==> config.mk <==
export PLATFORM = sky130hd
export DESIGN_NAME = condicionador_botoes_flat
export DESIGN_NICKNAME = d
export VERILOG_FILES = /design/src/rtl/condicionador_botoes_pkg.sv /design/src/rtl/condicionador_botoes_if.sv /design/src/rtl/condicionador_botoes_debounce_bit.sv /design/src/rtl/condicionador_botoes.sv /design/src/flat_wrapper.sv
export SDC_FILE = /design/constraint.sdc
export NUM_CORES = 1
export LEC_CHECK = 0
export ABC_AREA = 1
export BUFFER_PORTS_ARGS = -buffer_cell sky130_fd_sc_hd__buf_2
export CAP_MARGIN = 10
export CORE_MARGIN = 2
export CORE_UTILIZATION = 35
export DETAILED_ROUTE_END_ITERATION = 10
export PLACE_DENSITY_LB_ADDON = 0.05
export SLEW_MARGIN = 5
export SYNTH_ARGS = -nofsm -noshare
export SYNTH_HDL_FRONTEND = slang
export SYNTH_SLANG_ARGS = --single-unit
==> constraint.sdc <==
create_clock -name clock -period 4.8 [get_ports clock]
set_clock_uncertainty 0.1 [all_clocks]
set_input_delay 0.48 -clock clock [delete_from_list [all_inputs] [get_ports clock]]
set_output_delay 0.48 -clock clock [all_outputs]
set_load 0.1 [all_outputs]
==> src/rtl/condicionador_botoes_pkg.sv <==
// condicionador_pkg: shared definitions for the button conditioning block.
//   NUM_BOTOES  - number of player buttons handled by the block
//   estado_t    - press-tracking FSM state (OCIOSO / PRESSIONADO)
//   is_one_hot  - true when exactly one bit of a button vector is set
package condicionador_pkg;

  localparam int NUM_BOTOES = 4;

  typedef enum logic {
    OCIOSO      = 1'b0,
    PRESSIONADO = 1'b1
  } estado_t;

  function automatic logic is_one_hot(input logic [NUM_BOTOES-1:0] v);
    int unsigned cnt;
    cnt = 0;
    for (int i = 0; i < NUM_BOTOES; i++) begin
      cnt += int'(v[i]);
    end
    return (cnt == 1);
  endfunction

endpackage

==> src/rtl/condicionador_botoes_if.sv <==
// condicionador_botoes_if: bundle between the button conditioner and its user.
//   botoes          - raw button pins (user -> conditioner)
//   habilita        - a play is awaited (user -> conditioner)
//   botoes_estaveis - debounced button vector
//   jogada          - last valid one-hot play, held between plays
//   tem_jogada      - one-cycle strobe, a valid play was latched
//   jogada_invalida - one-cycle strobe, a press event was not one-hot
//   db_estado       - press FSM state for observation
//
// Handshake: tem_jogada and jogada_invalida are valid-only strobes with no
// ready; the consumer must accept them on the cycle they are high. jogada is
// valid from the cycle tem_jogada rises and stays valid until the next one.
interface condicionador_botoes_if;
  import condicionador_pkg::*;

  logic [NUM_BOTOES-1:0] botoes;
  logic                  habilita;
  logic [NUM_BOTOES-1:0] botoes_estaveis;
  logic [NUM_BOTOES-1:0] jogada;
  logic                  tem_jogada;
  logic                  jogada_invalida;
  logic                  db_estado;

  // master: the side that owns the pins and consumes the plays
  modport master (
    output botoes, habilita,
    input  botoes_estaveis, jogada, tem_jogada, jogada_invalida, db_estado
  );

  // slave: the conditioner itself
  modport slave (
    input  botoes, habilita,
    output botoes_estaveis, jogada, tem_jogada, jogada_invalida, db_estado
  );

endinterface

==> src/rtl/condicionador_botoes_debounce_bit.sv <==
// debounce_bit: synchronizer plus debounce counter for one button.
//   clock, reset - system clock, asynchronous active-high reset
//   raw          - asynchronous button pin
//   stable       - debounced value
// Macro BOTOES_SINCRONIZADOR_EN: when defined a 2-FF synchronizer sits in
// front of the counter; when undefined the pin feeds the counter directly
// (simulation with synchronous stimulus only).
module debounce_bit #(
  parameter int DEBOUNCE_CYCLES = 50000
) (
  input  logic clock,
  input  logic reset,
  input  logic raw,
  output logic stable
);

  localparam int CW = (DEBOUNCE_CYCLES > 1) ? $clog2(DEBOUNCE_CYCLES) : 1;
  localparam logic [CW-1:0] CNT_LAST = CW'(DEBOUNCE_CYCLES - 1);

  logic          synced;
  logic [CW-1:0] cnt;

`ifdef BOTOES_SINCRONIZADOR_EN
  logic [1:0] sync_q;

  always_ff @(posedge clock or posedge reset) begin
    if (reset) begin
      sync_q <= 2'b00;
    end else begin
      sync_q <= {sync_q[0], raw};
    end
  end

  assign synced = sync_q[1];
`else
  assign synced = raw;
`endif

  // The counter only runs while the synced value disagrees with the stable
  // one; any agreement restarts it, so short glitches never accumulate.
  always_ff @(posedge clock or posedge reset) begin
    if (reset) begin
      cnt    <= '0;
      stable <= 1'b0;
    end else if (synced == stable) begin
      cnt <= '0;
    end else if (cnt == CNT_LAST) begin
      stable <= synced;
      cnt    <= '0;
    end else begin
      cnt <= cnt + CW'(1);
    end
  end

endmodule

==> src/rtl/condicionador_botoes.sv <==
// condicionador_botoes: conditions the player buttons into one-hot plays.
//   clock, reset - system clock, asynchronous active-high reset
//   bus (slave)  - botoes/habilita in; botoes_estaveis, jogada, tem_jogada,
//                  jogada_invalida, db_estado out
// Each button is synchronized and debounced independently; a press event is
// the debounced vector leaving 0000 while the FSM is idle. With habilita high
// the event either latches a one-hot play (tem_jogada) or flags an invalid
// multi-button press (jogada_invalida).
// Macro BOTOES_SINCRONIZADOR_EN: enables the 2-FF synchronizers in debounce_bit.
module condicionador_botoes
  import condicionador_pkg::*;
#(
  parameter int DEBOUNCE_CYCLES = 50000
) (
  input  logic                  clock,
  input  logic                  reset,
  condicionador_botoes_if.slave bus
);

  logic [NUM_BOTOES-1:0] estaveis;
  estado_t               estado;
  logic [NUM_BOTOES-1:0] jogada_q;
  logic                  tem_jogada_q;
  logic                  invalida_q;
  logic                  evento;

  for (genvar i = 0; i < NUM_BOTOES; i++) begin : g_bit
    debounce_bit #(
      .DEBOUNCE_CYCLES(DEBOUNCE_CYCLES)
    ) u_debounce (
      .clock  (clock),
      .reset  (reset),
      .raw    (bus.botoes[i]),
      .stable (estaveis[i])
    );
  end

  // Bits stabilizing together arrive as one multi-bit vector here, which is
  // what makes a simultaneous press a single (invalid) event.
  assign evento = (estado == OCIOSO) && (estaveis != '0);

  always_ff @(posedge clock or posedge reset) begin
    if (reset) begin
      estado       <= OCIOSO;
      jogada_q     <= '0;
      tem_jogada_q <= 1'b0;
      invalida_q   <= 1'b0;
    end else begin
      tem_jogada_q <= 1'b0;
      invalida_q   <= 1'b0;
      case (estado)
        OCIOSO: begin
          if (evento) begin
            // The FSM advances even when habilita is low, so a button held
            // across the rising edge of habilita never produces a strobe.
            estado <= PRESSIONADO;
            if (bus.habilita) begin
              if (is_one_hot(estaveis)) begin
                jogada_q     <= estaveis;
                tem_jogada_q <= 1'b1;
              end else begin
                invalida_q <= 1'b1;
              end
            end
          end
        end
        PRESSIONADO: begin
          if (estaveis == '0) begin
            estado <= OCIOSO;
          end
        end
        default: estado <= OCIOSO;
      endcase
    end
  end

  assign bus.botoes_estaveis = estaveis;
  assign bus.jogada          = jogada_q;
  assign bus.tem_jogada      = tem_jogada_q;
  assign bus.jogada_invalida = invalida_q;
  assign bus.db_estado       = estado;

endmodule
==> src/flat_wrapper.sv <==
// flat-port wrapper written by rule: the top's interface ports become plain ports
module condicionador_botoes_flat import condicionador_pkg::*;
#(
  parameter int DEBOUNCE_CYCLES = 50000
)
  (clock, reset, bus_botoes, bus_habilita, bus_botoes_estaveis, bus_jogada, bus_tem_jogada, bus_jogada_invalida, bus_db_estado);
  condicionador_botoes_if bus_i ();
  input  logic clock;
  input  logic reset;
  input wire logic [$bits(bus_i.botoes)-1:0] bus_botoes;
  input wire logic [$bits(bus_i.habilita)-1:0] bus_habilita;
  output wire logic [$bits(bus_i.botoes_estaveis)-1:0] bus_botoes_estaveis;
  output wire logic [$bits(bus_i.jogada)-1:0] bus_jogada;
  output wire logic [$bits(bus_i.tem_jogada)-1:0] bus_tem_jogada;
  output wire logic [$bits(bus_i.jogada_invalida)-1:0] bus_jogada_invalida;
  output wire logic [$bits(bus_i.db_estado)-1:0] bus_db_estado;
  assign bus_i.botoes = bus_botoes;
  assign bus_i.habilita = bus_habilita;
  assign bus_botoes_estaveis = bus_i.botoes_estaveis;
  assign bus_jogada = bus_i.jogada;
  assign bus_tem_jogada = bus_i.tem_jogada;
  assign bus_jogada_invalida = bus_i.jogada_invalida;
  assign bus_db_estado = bus_i.db_estado;
  condicionador_botoes #(.DEBOUNCE_CYCLES(DEBOUNCE_CYCLES)) u_core (.clock(clock), .reset(reset), .bus(bus_i));
endmodule
* Yosys cells after proc, flatten, opt, wreduce, memory -nomap -nowiden
Cells that the tools add are included.
** Word-level totals
- Bits in registers :: 75
- Bits of input ports :: 7
- Output and inout port bits :: 11
- Logic and storage cells :: 60
** Operators by class
- Add/subtract/negate cells :: 7
- Equal/unequal tests :: 9
- Mux-type cells :: 19
- Bitwise gates (word level) :: 5
- Reductions and logical operators :: 8
** Operators with widths (number)
- 16-bit two-way mux :: 8
- 16-bit by 1-bit adder with 16-bit output, second input constant :: 4
- 32-bit by 1-bit adder with 32-bit output :: 2
- 16-bit == test, second input constant :: 4
- 32-bit by 1-bit == test with 1-bit output, second input constant :: 1
- 1-bit two-way mux :: 10
- 2-bit AND reduction :: 4
- 1-bit inverter :: 5
- 1-bit == test :: 4
- 4-bit logical NOT :: 1
- 4-bit AND reduction :: 1
- 4-bit nonzero test :: 1
- 1-bit by 1-bit adder with 2-bit output :: 1
- 1-bit case mux with 2 select lines :: 1
- 1-bit logical AND :: 1

* Longest topological paths before layout
Gate-level depths: netlist of the first run.
- Depth in word-level cells :: 8
- Gate-level depth with buffers :: 12
- Depth with buffers taken out :: 12

* By module
A second synthesis of the first run with hierarchy kept.
** Unflattened totals
- Cells, all modules :: 528
- Area total of the unflattened synthesis :: 4249.1 um^2
** By module, submodules not included
- debounce_bit :: times used 4, cells each 122, area an instance 967.2 um^2, sequential area each 425.4 um^2
- condicionador_botoes :: times used 1, cells each 40, area an instance 380.4 um^2, sequential area each 175.2 um^2

* Worst setup path after synthesis of the first run
Ideal clock, no wire load.
- Path kind :: register -> register
- From :: register u_core.g_bit[1].u_debounce.stable
- To :: register u_core.jogada_q[0], in the netlist u_core.bus.jogada[0]
- Library setup time :: 0.129 ns
- Arrival time :: 1.971 ns
- Data required time :: 4.571 ns
- Slack :: 2.600 ns
- Stages on the path, launching flop included :: 13
- Path buffers :: 0
- Period minus slack after synthesis :: 2.200 ns
- Cells stage by stage :: dfrtp_1 inv_1 ha_1 inv_1 fa_1 inv_1 ha_1 nor2_1 nand2_1 nor2_1 nand2_1 nand2_1 o21ai_0
** On the way
- Word-level cells in the longest chain between the ends :: 5
- Elaborated cells between the ends (all ways) :: 7
- Those cells by class :: add/sub (3); eq/ne (1); reduce/logical (3)
** Ends and longest elaborated chain
- start, declared :: line condicionador_botoes_debounce_bit.sv:14 : output logic stable
- start signal, assigned :: line condicionador_botoes_debounce_bit.sv:48 : stable <= synced;
- 1-bit by 1-bit adder with 2-bit output :: line condicionador_botoes_pkg.sv:18 : cnt += int'(v[i]);
- 32-bit by 1-bit adder with 32-bit output (2 in a row) :: line condicionador_botoes_pkg.sv:18
- 32-bit by 1-bit == test with 1-bit output :: line condicionador_botoes_pkg.sv:20 : return (cnt == 1);
- 4-bit AND reduction (no line) (*)
- end signal, assigned :: line condicionador_botoes.sv:59 : jogada_q <= estaveis;
- end, declared :: line condicionador_botoes.sv:22 : logic [NUM_BOTOES-1:0] jogada_q;
Mark *: on every way between the ends. The rest lies on a longest branch, timed or not.
A chain may end at the register's enable or synchronous reset.

* Worst setup path after layout of the first run
- From :: register u_core.g_bit[1].u_debounce.stable
- To :: register u_core.jogada_q[3], in the netlist u_core.bus.jogada[3]
Same word-level chain as after synthesis.

==> results of run 1 <==
## critical path, cell delays in order (launching register included)
cell and delay, ns:
dfrtp_1 0.42, inv_1 0.10, ha_1 0.28, inv_1 0.05, fa_1 0.41, inv_1 0.06, ha_1 0.22, nor2_1 0.10
nand2_1 0.07, nor2_1 0.08, nand2_1 0.16, nand2_1 0.09, o21ai_0 0.07
## cells by family (layout without fill, tap and decap cells)
family	count (synthesis)	count (layout)	share of synthesized area, %
xor gates and xnor gates	26	26	6.01
adders and majority gates	8	8	2.58
and+or+nand+nor	332	332	35.2
buffers and inverters	73	102	6.94
DFF	75	75	45.1
AOI/OAI and AO/OA	31	31	4.21
## placed cells by master (no fill, tap or decap), types with 9 or more instances in the layout
cell / instances
clkbuf_16: 9
buf_2: 17
nor2_1: 135
nand4_1: 12
o21ai_0: 9
dfrtp_1: 75
a21oi_1: 11
nand2_2: 10
nand3_1: 42
inv_1: 65
nand2_1: 109
xor2_1: 16
## cell type report
class | instances | area, µm² | share of cell area [%]
tap | 143 | 179 | 3.81
clock inverter | 2 | 35.0 | 0.745
multi-input combinational | 397 | 2000 | 42.5
timing repair buffer | 18 | 92.6 | 1.97
inverter | 69 | 260 | 5.54
clock buffer | 13 | 260 | 5.54
sequential | 75 | 1880 | 39.9
## layer usage
metal	vias up	global-route usage (%)	part of all wire, %
li1	1762	-	-
met2	43	22.7	44
met3	9	3.43	4.0
met4	0	7.15	1.6
met5	-	0	0
met1	1561	21.3	50
## worst paths after layout
| path | from | end | slack, ns | cells past startpoint |
|---|---|---|---|---|
| worst min-delay path | reset | u_core.g_bit[1].u_debounce.cnt[2]$_DFF_PP0_ | 0.1 | 2 |
| max in group asynchronous | reset | u_core.g_bit[3].u_debounce.cnt[3]$_DFF_PP0_ | 3.55 | 3 |
| min in group clock | bus_botoes[3] | u_core.g_bit[3].u_debounce.stable$_DFFE_PP0P_ | 0.35 | 3 |
| worst min register to register | u_core.bus.jogada[0]$_DFFE_PP0P_ | u_core.bus.jogada[0]$_DFFE_PP0P_ | 0.38 | 2 |
| worst max-delay path | u_core.g_bit[1].u_debounce.stable$_DFFE_PP0P_ | u_core.bus.jogada[3]$_DFFE_PP0P_ | 2.46 | 12 |
| worst max register to register | u_core.g_bit[1].u_debounce.stable$_DFFE_PP0P_ | u_core.bus.jogada[3]$_DFFE_PP0P_ | 2.46 | 12 |
## power groups by stage
stage                     logic [mW]  clock network, mW  registers [mW]
after CTS                      0.186              0.700           0.685
final                          0.181              0.678           0.684
after detailed placement       0.186                  0           0.696
after floorplan               0.0891                  0           0.750
after global placement         0.185                  0           0.695
after global routing           0.201              0.723           0.688
## flip-flops by register name (all words and copies together), names as in the netlist
signal and count:
u_core.bus.jogada 4, u_core.bus.jogada_invalida 1, u_core.g_bit.u_debounce.stable 4, u_core.bus.db_estado 1
u_core.g_bit.u_debounce.cnt 64, u_core.bus.tem_jogada 1
==> results.md, run 1 <==
- Area Overhead vs Synth: 12.9%
- P_leak: 2.23 nW
- IO Count: 18
- Core region area: 0.0115 mm²
- Final-report max-slew violation count: 0
- Power Total: 1.54 mW
- Violated checks: design-rule violations
- Layout cell share with drive strength beyond 1: 11.3%
- PnR worst setup slack: 2.46 ns
- Fmax: 428 MHz
- CP Data Arrival Time: 2.45 ns
- Count leader, synth: nor2_1
- Synth unique cells: 27
- Vias/cell: 4.71
- Post-CTS Resized: 0
- Post-layout util: 40.8%
- Internal power: 1.12 mW
- Synth top cells by count: nor2_1, nand2_1, dfrtp_1
- Least-Margin Pin Slew: 0.612 ns
- Max_cap viols: 0
- Post-route minimum period: 2.34 ns
- HPWL after detailed placement: 6.73 mm
- Placed cell area: 0.00441 mm²
- CP Capture Type: flop
- GR Overflow Total: 0
- Mapped Cells: 545
- CP Class: flop to flop
- Worst min path class: input pin to async pin
- Comb power frac: 11.8%
- CTS tree: done
- Ys Warns: 0
- Placed Cells: 702
- Final ANT Viol Nets: 0
- Top cells by area, synth: dfrtp_1, nor2_1, nand2_1, inv_1, nand3_1
- Antenna diodes: 0
- Root buf cell: clkbuf_16
- Largest net degree at the start of global routing: 42
- Register area share after synthesis: 45.1%
- Area share of the largest cell type after synthesis: 45.1%
- Synth Area per Inst: 7.64 µm²
- Hold Violations, Final: 0
- Ys flop type: dfrtp_1
- Post-route cell area: 0.00470 mm²
- Clk pwr share: 43.9%
- Reg power frac: 44.3%
- Port Buffers: 17
- Clk slew on worst S/H paths: 0.06 ns
- Worst EP required: 4.91 ns
- Vias: 3,375
- Die area: 0.0128 mm²
- DIE HEIGHT: 113 µm
- Outcome: finished, violations left
- VDD IR max: 0.118 mV
- GRT Total Usage: 15.3%
- Max clock buf depth: 2
- Syn nets: 560
- PwrDens: 328 mW/mm²
- Detailed Routing Iterations Pass 1: 7
- Tcrit/Tclk final: 48.7%
- CP startpoint kind: flop
- Routability cong.: 0.814
- Starting Density: 36.1%
- # Post-CTS Setup Buffers: 0
- Drt initial violations: 208
- Worst skew pair latency: 0.34 ns
- Routed wire length: 9.16 mm
- Initial antenna violation count: 0
- Fillers: 1,192
- #FFs+latches synth: 75
- Unrepaired setup endpoints after global routing: false
- Nets: 585
- Sw power: 0.419 mW
- Global-route wire length before repair: 15.4 mm
- FP Rows: 39
- Sum Neg Setup Slack: 0 ns
- Max-slew headroom: 59.1%
- Final non-filler cell total: 717
- Sw Ratio: 27.1%
- EDFF count, synth: 0
- CTS Sinks: 75
- Area leader, netlist: dfrtp_1
- Dpl ws: 2.44 ns
- Setup violators final: 0
- Wire length per cell: 12.8 µm
- Post-synth ARST share: 100%
- Worst hold margin: 0.0983 ns
- TritonCTS Buffers: 9
- Die extent in x: 113 µm
- Synthesized area: 0.00416 mm²
- Htree depth: 3
- DRC Markers: 1
- # hold bufs at CTS: 0
- Worst-path fanout max: 9
- Vias in the first global route: 3,170
(Power assumes the default switching activity.)
==> run 2, diff against run 1 <==
--- a/config.mk
+++ b/config.mk
@@ -5,7 +5,7 @@
 export SDC_FILE = /design/constraint.sdc
 export NUM_CORES = 1
 export LEC_CHECK = 0
-export ABC_AREA = 1
+export ABC_AREA = 0
 export BUFFER_PORTS_ARGS = -buffer_cell sky130_fd_sc_hd__buf_2
 export CAP_MARGIN = 10
 export CORE_MARGIN = 2
==> constraint.sdc (replaced) <==
create_clock -name clock -period 2.4 [get_ports clock]
set_clock_uncertainty 0.1 [all_clocks]
set_input_delay 0.24 -clock clock [delete_from_list [all_inputs] [get_ports clock]]
set_output_delay 0.24 -clock clock [all_outputs]
set_load 0.1 [all_outputs]
==> results.md, run 2 <==
- Mapped Cells: 365 (-33%)
- Synth top cells by count: dfrtp_1, nor2_1, xnor2_1
- Cell depth of the worst flop-to-flop path: 9 (-3)
- Antenna diodes: 0 (unchanged)
- Worst EP required: 2.53 ns (-2.38 ns)
- Hold Violations, Final: 0 (unchanged)
- Worst min path class: input pin to flop
- Critical Path Source: u_core.g_bit[0].u_debounce.stable$_DFFE_PP0P_
- Layout cell share with drive strength beyond 1: 14.5% (+3.2 points)
- Final-report max-slew violation count: 0 (unchanged)
- Post-route cell area: 0.00421 mm² (-10%)
- Post-route minimum period: 2.25 ns (-0.0906 ns)
- Nets: 411 (-30%)
- Area share of the largest cell type after synthesis: 50.4% (+5.3 points)
- FP Rows: 37 (-5.1%)
- Tcrit/Tclk final: 93.6% (+45 points)
- Count leader, synth: dfrtp_1
- DRC Markers: 0 (-1)
- Max_cap viols: 0 (unchanged)
- Placed Cells: 519 (-26%)
- Port Buffers: 17 (unchanged)
- Vias: 2,592 (-23%)
- Setup violators final: 0 (unchanged)
- PnR worst setup slack: 0.154 ns (-2.31 ns)
- Largest net degree at the start of global routing: 26 (-38%)
- Drt initial violations: 84 (-60%)
- Biggest register: u_core.g_bit.u_debounce.cnt
- Dpl ws: 0.0735 ns (-2.37 ns)
- Core region area: 0.0103 mm² (-10%)
- CTS tree: done
- Crit path to: u_core.bus.jogada[1]$_DFFE_PP0P_
- GRT Total Usage: 13.8% (-1.5 points)
- Syn nets: 380 (-32%)
- Commonest non-fill, non-tap cells in the layout: dfrtp_1, nor2_1, xnor2_1
- Final ANT Viol Nets: 0 (unchanged)
- Power Total: 2.60 mW (+69%)
- VDD IR max: 0.369 mV (+210%)
- Sum Neg Setup Slack: 0 ns (unchanged)
- PwrDens: 619 mW/mm² (+89%)
- EDFF count, synth: 0 (unchanged)
- Area leader, netlist: dfrtp_1
- Max FFs per register: 64 (unchanged)
- Wire length per cell: 13.6 µm (+6.2%)
- Die area: 0.0115 mm² (-10%)
- Global-route wire length before repair: 12.5 mm (-19%)
- Synthesized area: 0.00372 mm² (-11%)
- Routability cong.: 0.772 (-5.2%)
- Outcome: completed
- RR Startpoint: u_core.g_bit[0].u_debounce.stable$_DFFE_PP0P_
- Max clock buf depth: 2 (unchanged)
- Register area share after synthesis: 50.4% (+5.3 points)
- Top cells by area, synth: dfrtp_1, xnor2_1, nor2_1, xor2_1, nand3_1
- Starting Density: 36.1% (-0.079 points)
- Root buf cell: clkbuf_8
- Most common library cell in the layout ignoring fill and taps: dfrtp_1
- Unrepaired setup endpoints after global routing: false
- Fmax: 445 MHz (+4.0%)
- CP Capture Type: flop
- Htree depth: 3 (unchanged)
- Die extent in x: 107 µm (-5.2%)
- Placed cell area: 0.00400 mm² (-9.2%)
- CTS Sinks: 75 (unchanged)
- Routed wire length: 7.27 mm (-21%)
- Final non-filler cell total: 536 (-25%)
- Worst skew pair latency: 0.34 ns (about the same)
- R2r endpoint: u_core.bus.jogada[1]$_DFFE_PP0P_
- Initial antenna violation count: 0 (unchanged)
- Ys Warns: 0 (unchanged)
- GR Overflow Total: 0 (unchanged)
- Post-synth ARST share: 100% (unchanged)
- Worst hold margin: 0.0683 ns (-0.0300 ns)
- Detailed Routing Iterations Pass 1: 5 (-2)
- R2r setup slk: 0.15 ns (-2.31 ns)
- Ys flop type: dfrtp_1
- CP Class: flop to flop
- CP startpoint kind: flop
- P_leak: 1.78 nW (-20%)
- Synth Area per Inst: 10.2 µm² (+34%)
- Post-layout util: 40.8% (-0.048 points)
- DIE HEIGHT: 107 µm (-5.2%)
- CP Data Arrival Time: 2.37 ns (-0.08 ns)
- Vias in the first global route: 2,545 (-20%)
- IO Count: 18 (unchanged)
- Synth unique cells: 38 (+41%)
- Fillers: 1,020 (-14%)
- TritonCTS Buffers: 9 (unchanged)
- Least-Margin Pin Slew: 0.510 ns (-0.103 ns)
- Vias/cell: 4.84 (+2.7%)
- HPWL after detailed placement: 5.19 mm (-23%)
- Clk slew on worst S/H paths: 0.07 ns (about the same)
- #FFs+latches synth: 75 (unchanged)
- Area Overhead vs Synth: 13.0%
- Max-slew headroom: 65.9% (+6.8 points)
- Worst-path fanout max: 5 (-4)
[run 2: changes by cell type after synthesis, sizes merged, moves of 14 or more]
cell,previous run,this run
inv,69,17
nor2,139,65
xnor2,7,41
nor4,0,14
nand2,119,14
nand3,49,26
[run 2: how the worst min path moves through the flow]
stage / start / end / slack, ns / depth (start not counted)
after floorplan: bus_botoes[0] / u_core.g_bit[0].u_debounce.stable$_DFFE_PP0P_ / 0.29 / 1
after global placement: reset / u_core.g_bit[2].u_debounce.cnt[4]$_DFF_PP0_ / 0.17 / 2
after detailed placement: reset / u_core.g_bit[2].u_debounce.cnt[4]$_DFF_PP0_ / 0.17 / 2
after CTS: bus_botoes[3] / u_core.g_bit[3].u_debounce.stable$_DFFE_PP0P_ / 0.06 / 2
after global routing: bus_botoes[3] / u_core.g_bit[3].u_debounce.stable$_DFFE_PP0P_ / 0.06 / 2
final: bus_botoes[3] / u_core.g_bit[3].u_debounce.stable$_DFFE_PP0P_ / 0.07 / 2
[run 2: per-layer routing]
metal  vias up  share of wire (%)  track usage [%]  routed length, µm
met4         0               0.84             4.45                 61
met5         -                  0                0                  0
li1       1312                  -                -                  -
met3         4                3.0             3.28                220
met1      1245                 51             19.4               3670
met2        31                 46             20.9               3320
[run 2: logic make-up (layout without fill, tap and decap cells)]
family	Yosys count	in the layout	synth area share [%]
AOI/OAI and AO/OA	11	11	2.59
xor gates and xnor gates	57	57	13.4
adders and majority gates	8	8	2.89
buffers and inverters	27	62	3.83
DFF	75	75	50.4
muxes	6	6	1.81
and+or+nand+nor	181	181	25.1
[run 2: worst max-delay path, cell delays in order (launching register included)]
cell and delay, ns:
dfrtp_1 0.35, inv_1 0.04, ha_1 0.26, inv_1 0.05, fa_1 0.41, inv_1 0.06
ha_1 0.25, nor4_4 0.19, nand2_2 0.14, mux2_2 0.29
[run 2: power breakdown]
group	leakage [nW]	internal (mW)	switching, mW	total (mW)
Sequential	1.02	1.31	0.0480	1.36
Clock	0.0953	0.452	0.444	0.897
Combinational	0.658	0.0855	0.262	0.348
[run 2: final cells by class]
type	instances	area [µm²]	share of cell area (%)
Clock inverter	2	10.0	0.238
Tap cell	136	170	4.04
Clock buffer	13	169	4.01
Multi-Input combinational cell	263	1720	40.9
Inverter	17	63.8	1.52
Sequential cell	75	1880	44.6
Timing Repair Buffer	30	198	4.70
[run 2: repair_timing]
action	4_1_cts	5_1_grt
setup endpoints to repair	0	4
hold buffers	1	0
setup buffers	0	1
endpoints found under the hold margin	17	0
resized for setup	0	2
